<file path="config.mk">
export PLATFORM = sky130hd
export DESIGN_NAME = pwm_multi_ch
export DESIGN_NICKNAME = d
export VERILOG_FILES = /design/src/rtl/pwm_multi_ch.sv
export SDC_FILE = /design/constraint.sdc
export NUM_CORES = 1
export LEC_CHECK = 0
export ABC_AREA = 1
export BUFFER_PORTS_ARGS = -buffer_cell sky130_fd_sc_hd__buf_2
export CAP_MARGIN = 0
export CORE_MARGIN = 1
export CORE_UTILIZATION = 25
export CTS_BUF_LIST = sky130_fd_sc_hd__clkbuf_8
export DETAILED_ROUTE_END_ITERATION = 10
export PLACE_DENSITY = 0.4
export SLEW_MARGIN = 0
export SYNTH_ARGS = -nofsm -noshare
export SYNTH_HDL_FRONTEND = slang
export SYNTH_SLANG_ARGS = --single-unit
export TNS_END_PERCENT = 1
</file>
<file path="constraint.sdc">
create_clock -name clk -period 2.16 [get_ports clk]
set_clock_uncertainty 0.2 [all_clocks]
set_input_delay 0.432 -clock clk [delete_from_list [all_inputs] [get_ports clk]]
set_output_delay 0.432 -clock clk [all_outputs]
set_load 0.01 [all_outputs]
</file>
<file path="src/rtl/pwm_multi_ch.sv">
// pwm_multi_ch: CHANNELS PWM outputs on one prescaled time base, with shadowed duty registers.
// Define PWM_CENTER_ALIGNED_EN to use an up/down (triangle) period counter instead of a sawtooth.
module pwm_ch #(
  parameter int WIDTH = 8
) (
  input  logic             clk,
  input  logic             rst_n,
  input  logic             ena,
  input  logic             wr,
  input  logic             wrap,
  input  logic [WIDTH-1:0] duty_i,
  input  logic [WIDTH-1:0] cnt,
  output logic             pwm
);
  logic [WIDTH-1:0] shadow;
  logic [WIDTH-1:0] active;

  // A write landing on the wrap cycle goes straight into the active register.
  always_ff @(posedge clk or negedge rst_n) begin
    if (!rst_n) begin
      shadow <= '0;
      active <= '0;
      pwm    <= 1'b0;
    end else begin
      if (wr)   shadow <= duty_i;
      if (wrap) active <= wr ? duty_i : shadow;
      if (ena)  pwm    <= (cnt < active);
    end
  end
endmodule

module pwm_multi_ch #(
  parameter  int WIDTH    = 8,
  parameter  int CHANNELS = 4,
  parameter  int PRESC_W  = 16,
  localparam int CH_W     = (CHANNELS > 1) ? $clog2(CHANNELS) : 1
) (
  input  logic                clk,
  input  logic                rst_n,
  input  logic                ena,
  input  logic [PRESC_W-1:0]  presc_i,
  input  logic [WIDTH-1:0]    period_i,
  input  logic                duty_wr_i,
  input  logic [CH_W-1:0]     duty_ch_i,
  input  logic [WIDTH-1:0]    duty_i,
  output logic [CHANNELS-1:0] pwm_o,
  output logic                period_end_o
);
  typedef struct packed {
    logic             vld;
    logic [CH_W-1:0]  ch;
    logic [WIDTH-1:0] duty;
  } duty_req_t;

  duty_req_t          req;
  logic [PRESC_W-1:0] presc_cnt;
  logic [WIDTH-1:0]   cnt, cnt_nxt, period_act;
  logic               tick, wrap;

  assign req  = '{vld: duty_wr_i, ch: duty_ch_i, duty: duty_i};
  // >= keeps the prescaler bounded if presc_i is lowered below the running count.
  assign tick = ena && (presc_cnt >= presc_i);

  always_ff @(posedge clk or negedge rst_n) begin
    if (!rst_n)   presc_cnt <= '0;
    else if (ena) presc_cnt <= tick ? '0 : presc_cnt + PRESC_W'(1);
  end

`ifdef PWM_CENTER_ALIGNED_EN
  logic dn, dn_nxt;

  // Period 0..P..1 is 2*P ticks; P<=1 wraps straight from the top.
  always_comb begin
    cnt_nxt = cnt;
    dn_nxt  = dn;
    wrap    = 1'b0;
    if (tick) begin
      if (dn ? (cnt <= WIDTH'(1)) : ((cnt >= period_act) && (period_act <= WIDTH'(1)))) begin
        wrap    = 1'b1;
        cnt_nxt = '0;
        dn_nxt  = 1'b0;
      end else if (dn) begin
        cnt_nxt = cnt - WIDTH'(1);
      end else if (cnt >= period_act) begin
        cnt_nxt = cnt - WIDTH'(1);
        dn_nxt  = 1'b1;
      end else begin
        cnt_nxt = cnt + WIDTH'(1);
      end
    end
  end

  always_ff @(posedge clk or negedge rst_n) begin
    if (!rst_n) dn <= 1'b0;
    else        dn <= dn_nxt;
  end
`else
  always_comb begin
    wrap    = tick && (cnt >= period_act);
    cnt_nxt = cnt;
    if (wrap)      cnt_nxt = '0;
    else if (tick) cnt_nxt = cnt + WIDTH'(1);
  end
`endif

  always_ff @(posedge clk or negedge rst_n) begin
    if (!rst_n) begin
      cnt        <= '0;
      period_act <= '1;
    end else begin
      cnt <= cnt_nxt;
      if (wrap) period_act <= period_i;
    end
  end

  assign period_end_o = wrap;

  // Out-of-range channel indices never match a lane, so those writes drop.
  for (genvar k = 0; k < CHANNELS; k++) begin : g_ch
    pwm_ch #(.WIDTH(WIDTH)) u_ch (
      .clk    (clk),
      .rst_n  (rst_n),
      .ena    (ena),
      .wr     (req.vld && (req.ch == CH_W'(k))),
      .wrap   (wrap),
      .duty_i (req.duty),
      .cnt    (cnt),
      .pwm    (pwm_o[k])
    );
  end
endmodule

</file>
==> impl_metrics.py <==
metrics = {
    "run_status": {
        "status": "finished, violations left",
        "violations": "setup timing",
    },
    "synth": {
        "synth_area_um2": 5690,
        "synth_area_leaders": "dfrtp_1 (40%), nand2_1 (14%), ha_1 (12%), nand4_1 (6.8%), inv_1 (5.6%)",
        "synth_seq_cells": 100,
        "synthFlopType": "dfrtp_1",
        "synthCells": 688,
        "synth_edf_count": 0,
        "synth_top_area_cell": "dfrtp_1",
        "synth_top_area_share_pct": 40.5,
        "synth-seq-area-share_pct": 44.2,
        "yosys_warnings": 0,
        "syn_nets": 780,
        "ys_types": 33,
        "async_reset_ff_share_pct": 100,
        "synth.avg_cell_area_um2": 8.27,
    },
    "critical_path": {
        "critPathMaxFanout": 3,
        "cpPeakStageDelay_ns": 0.54,
        "cp_slowest_cell": "dfstp_2",
        "reg2reg_setup_slack_ns": -0.08,
        "reg2reg_from": "period_act[7]",
        "crit_type": "reg2out",
        "worstPathCellList": "inv_1 > ha_4 > nand4_1 > nor2_2 > nand3b_4 > nand3_4 > inv_2 > buf_6",
        "cp_data_required_time_ns": 1.53,
        "critPathCaptureType": "output pin",
        "crit_start": "period_act[7]",
        "cp_top_family": "flip-flops",
        "crit_path_start_kind": "register",
        "worst-path-buf-inv": 3,
        "worstPathArrival_ns": 1.93,
    },
    "floorplan": {
        "die_h_um": 153,
        "floorplan.initialDensity_pct": 25.8,
        "fp.dieW_um": 153,
        "pin_count": 43,
        "core.rowCount": 54,
        "die_area_um2": 23400,
        "coreArea_um2": 22100,
    },
    "global_routing": {
        "grt_overflow": 0,
        "gr-usage-met2_pct": 21.9,
        "grt_use_met3_pct": 2.30,
        "met1_usage_pct": 17.2,
        "grt_pass1_wl_mm": 24.4,
        "grt_max_degree": 41,
        "grt_pass1_vias": 4877,
        "top_usage_layer": "met2",
        "antenna_found_initial": 0,
        "track_usage_pct": 13.0,
    },
    "sta": {
        "fmax_mhz": 391,
        "post-route-min-period_ns": 2.56,
        "worst_pin_slew_ns": 0.557,
        "fin_ws_ns": -0.397,
        "max_slew_margin_pct": 62.8,
        "rsz0062_at_grt": "true",
        "hold_violations": 0,
        "setup_violations": 34,
        "final.period_utilization_pct": 118,
        "slew_violations": 0,
    },
    "routing": {
        "routed_wl_mm": 14.1,
        "routed-via-count": 4666,
        "wl_per_cell_um": 13.4,
        "drc_errors": 0,
        "dr.pass1.iters": 4,
        "avgViaCountPerCell": 4.44,
        "dr.first_iter.drc_count": 157,
        "final_antenna_net_count": 0,
    },
    "final_layout": {
        "nNetsFinal": 859,
        "antenna_cells": 0,
        "fillers": 2353,
        "multi_input_area_um2": 2790,
        "drive_gt1_share_pct": 19.9,
        "area_growth_pct": 21.4,
        "utilization_pct": 31.3,
        "regArea_um2": 2510,
    },
    "power": {
        "power_w": 0.00504,
        "intPower_w": 0.00331,
        "p_seq_share_pct": 45.7,
        "worst_ir_drop_vdd_uv": 321,
        "combPwrFrac_pct": 29.1,
        "p_leak_nw": 3.63,
        "clkPwrFrac_pct": 25.2,
        "power.switching_w": 0.00173,
        "power.density_nw_per_um2": 730,
        "switching_share_pct": 34.4,
    },
    "clock_tree": {
        "clk_pin_slew_ns": 0.10,
        "clk_path_buf_depth": 2,
        "cts.sinks": 100,
        "cts_tree": "done",
        "insertion_delay_ns": 0.39,
        "root_buffer": "clkbuf_8",
        "numCtsBuffers": 9,
        "htreeDepth": 3,
    },
    "min_path": {
        "hold_start": "period_i[1]",
        "min_path_type": "in2reg",
    },
    "job": {
        "max_cap_viol_count": 0,
    },
    "placed_design": {
        "gp_congestion": 0.774,
        "dp.final_hpwl_mm": 10.5,
        "io_buffers": 42,
    },
}
==> what timing repair did <==
action / 4_1_cts / 5_1_grt
setup endpoints to repair: 35 / 54
buffers inserted: 7 / 4
hold buffers: 1 / 0
endpoints found under the hold margin: 13 / 0
pin swaps: 7 / 10
resized for setup: 18 / 13
==> tightest hold or removal path: stages <==
cell     delay, ns
buf_2         0.09
nand4_1       0.07
nand2_1       0.05
==> sequential cells by signal, indices dropped and copies added (netlist names) <==
| name | flops |
|---|---|
| cnt | 8 |
| g_ch.u_ch.active | 32 |
| g_ch.u_ch.pwm | 4 |
| g_ch.u_ch.shadow | 32 |
| period_act | 8 |
| presc_cnt | 16 |
==> layout make-up <==
type | count | share of cell area [%]
sequential | 100 | 36.4
timing repair buffer | 97 | 10.5
tap | 280 | 5.07
inverter | 88 | 4.78
multi-input combinational | 471 | 40.4
clock inverter | 7 | 1.09
clock buffer | 9 | 1.79
==> through the flow <==
stage               setup WS (ns)  cells  TNS (ns)  hold slack, ns  area (um^2)
finish                     -0.397   1052     -2.37          0.0626         6910
global route               -0.518   1052     -7.13          0.0568         6910
detailed placement         -0.198   1024     -7.95           0.162         6460
CTS                        -0.462   1048     -3.79          0.0365         6820
global placement           -0.194   1024     -6.59           0.150         6460
floorplan                -0.00743    688  -0.00743         -0.0636         5710
==> cells in the mapped netlist, types with 2 or more instances <==
library cell    n
nand2_1       206
dfrtp_1        92
inv_1          85
nand4_1        62
ha_1           54
o21ai_0        36
nor2_1         35
a21oi_1        23
nand3_1        16
buf_2          13
xor2_1         13
buf_4           9
dfstp_2         8
a211oi_1        4
nand2_2         4
clkbuf_1        3
a21oi_2         2
buf_6           2
inv_2           2
nor2_2          2
nor3_1          2
o21ai_1         2
o21bai_1        2
xnor2_1         2
==> worst paths after layout <==
check | cells after the start | to
worst max-delay path | 8 | period_end_o
worst min-delay path | 3 | period_act[1]
worst max register to register | 11 | g_ch[2].u_ch.active[3]
worst min register to register | 2 | period_act[0]
max in group asynchronous | 3 | period_act[7]
min in group asynchronous | 2 | g_ch[0].u_ch.shadow[2]
==> routing by layer <==
layer	wire length, um	part of all wire [%]	vias to the layer above
met5	0	0	-
met4	144	1.0	0
met3	365	2.6	10
met2	6680	47	52
met1	6940	49	2194
li1	-	-	2410
==> power by group through the flow <==
stage | Sequential, W | Clock (W) | Combinational (W)
6_report | 0.00230 | 0.00127 | 0.00147
5_1_grt | 0.00234 | 0.00140 | 0.00169
4_1_cts | 0.00231 | 0.00135 | 0.00147
3_5_place_dp | 0.00234 | 0 | 0.00139
3_3_place_gp | 0.00234 | 0 | 0.00135
2_1_floorplan | 0.00233 | 0 | 0.000883
==> cell usage in the layout, fill, tap and decap left out, drive strengths merged, types with 4 or more instances in the layout <==
cell type / netlist / final
nand2: 211 / 211
buf: 26 / 96
dfrtp: 92 / 92
inv: 87 / 91
nand4: 62 / 62
ha: 54 / 54
o21ai: 38 / 38
nor2: 37 / 37
a21oi: 25 / 25
nand3: 17 / 17
xor2: 13 / 13
clkbuf: 3 / 9
dfstp: 8 / 8
a211oi: 4 / 4
==> cells by family after synthesis <==
logic type,synth area share (%)
AO/OA/AOI/OAI,6.60
XOR/XNOR,2.31
adder cells (fa/ha/maj),11.9
buffers and inverters,9.06
flip-flops,44.2
AND/OR/NAND/NOR,26.0
(Power assumes the default switching activity.)
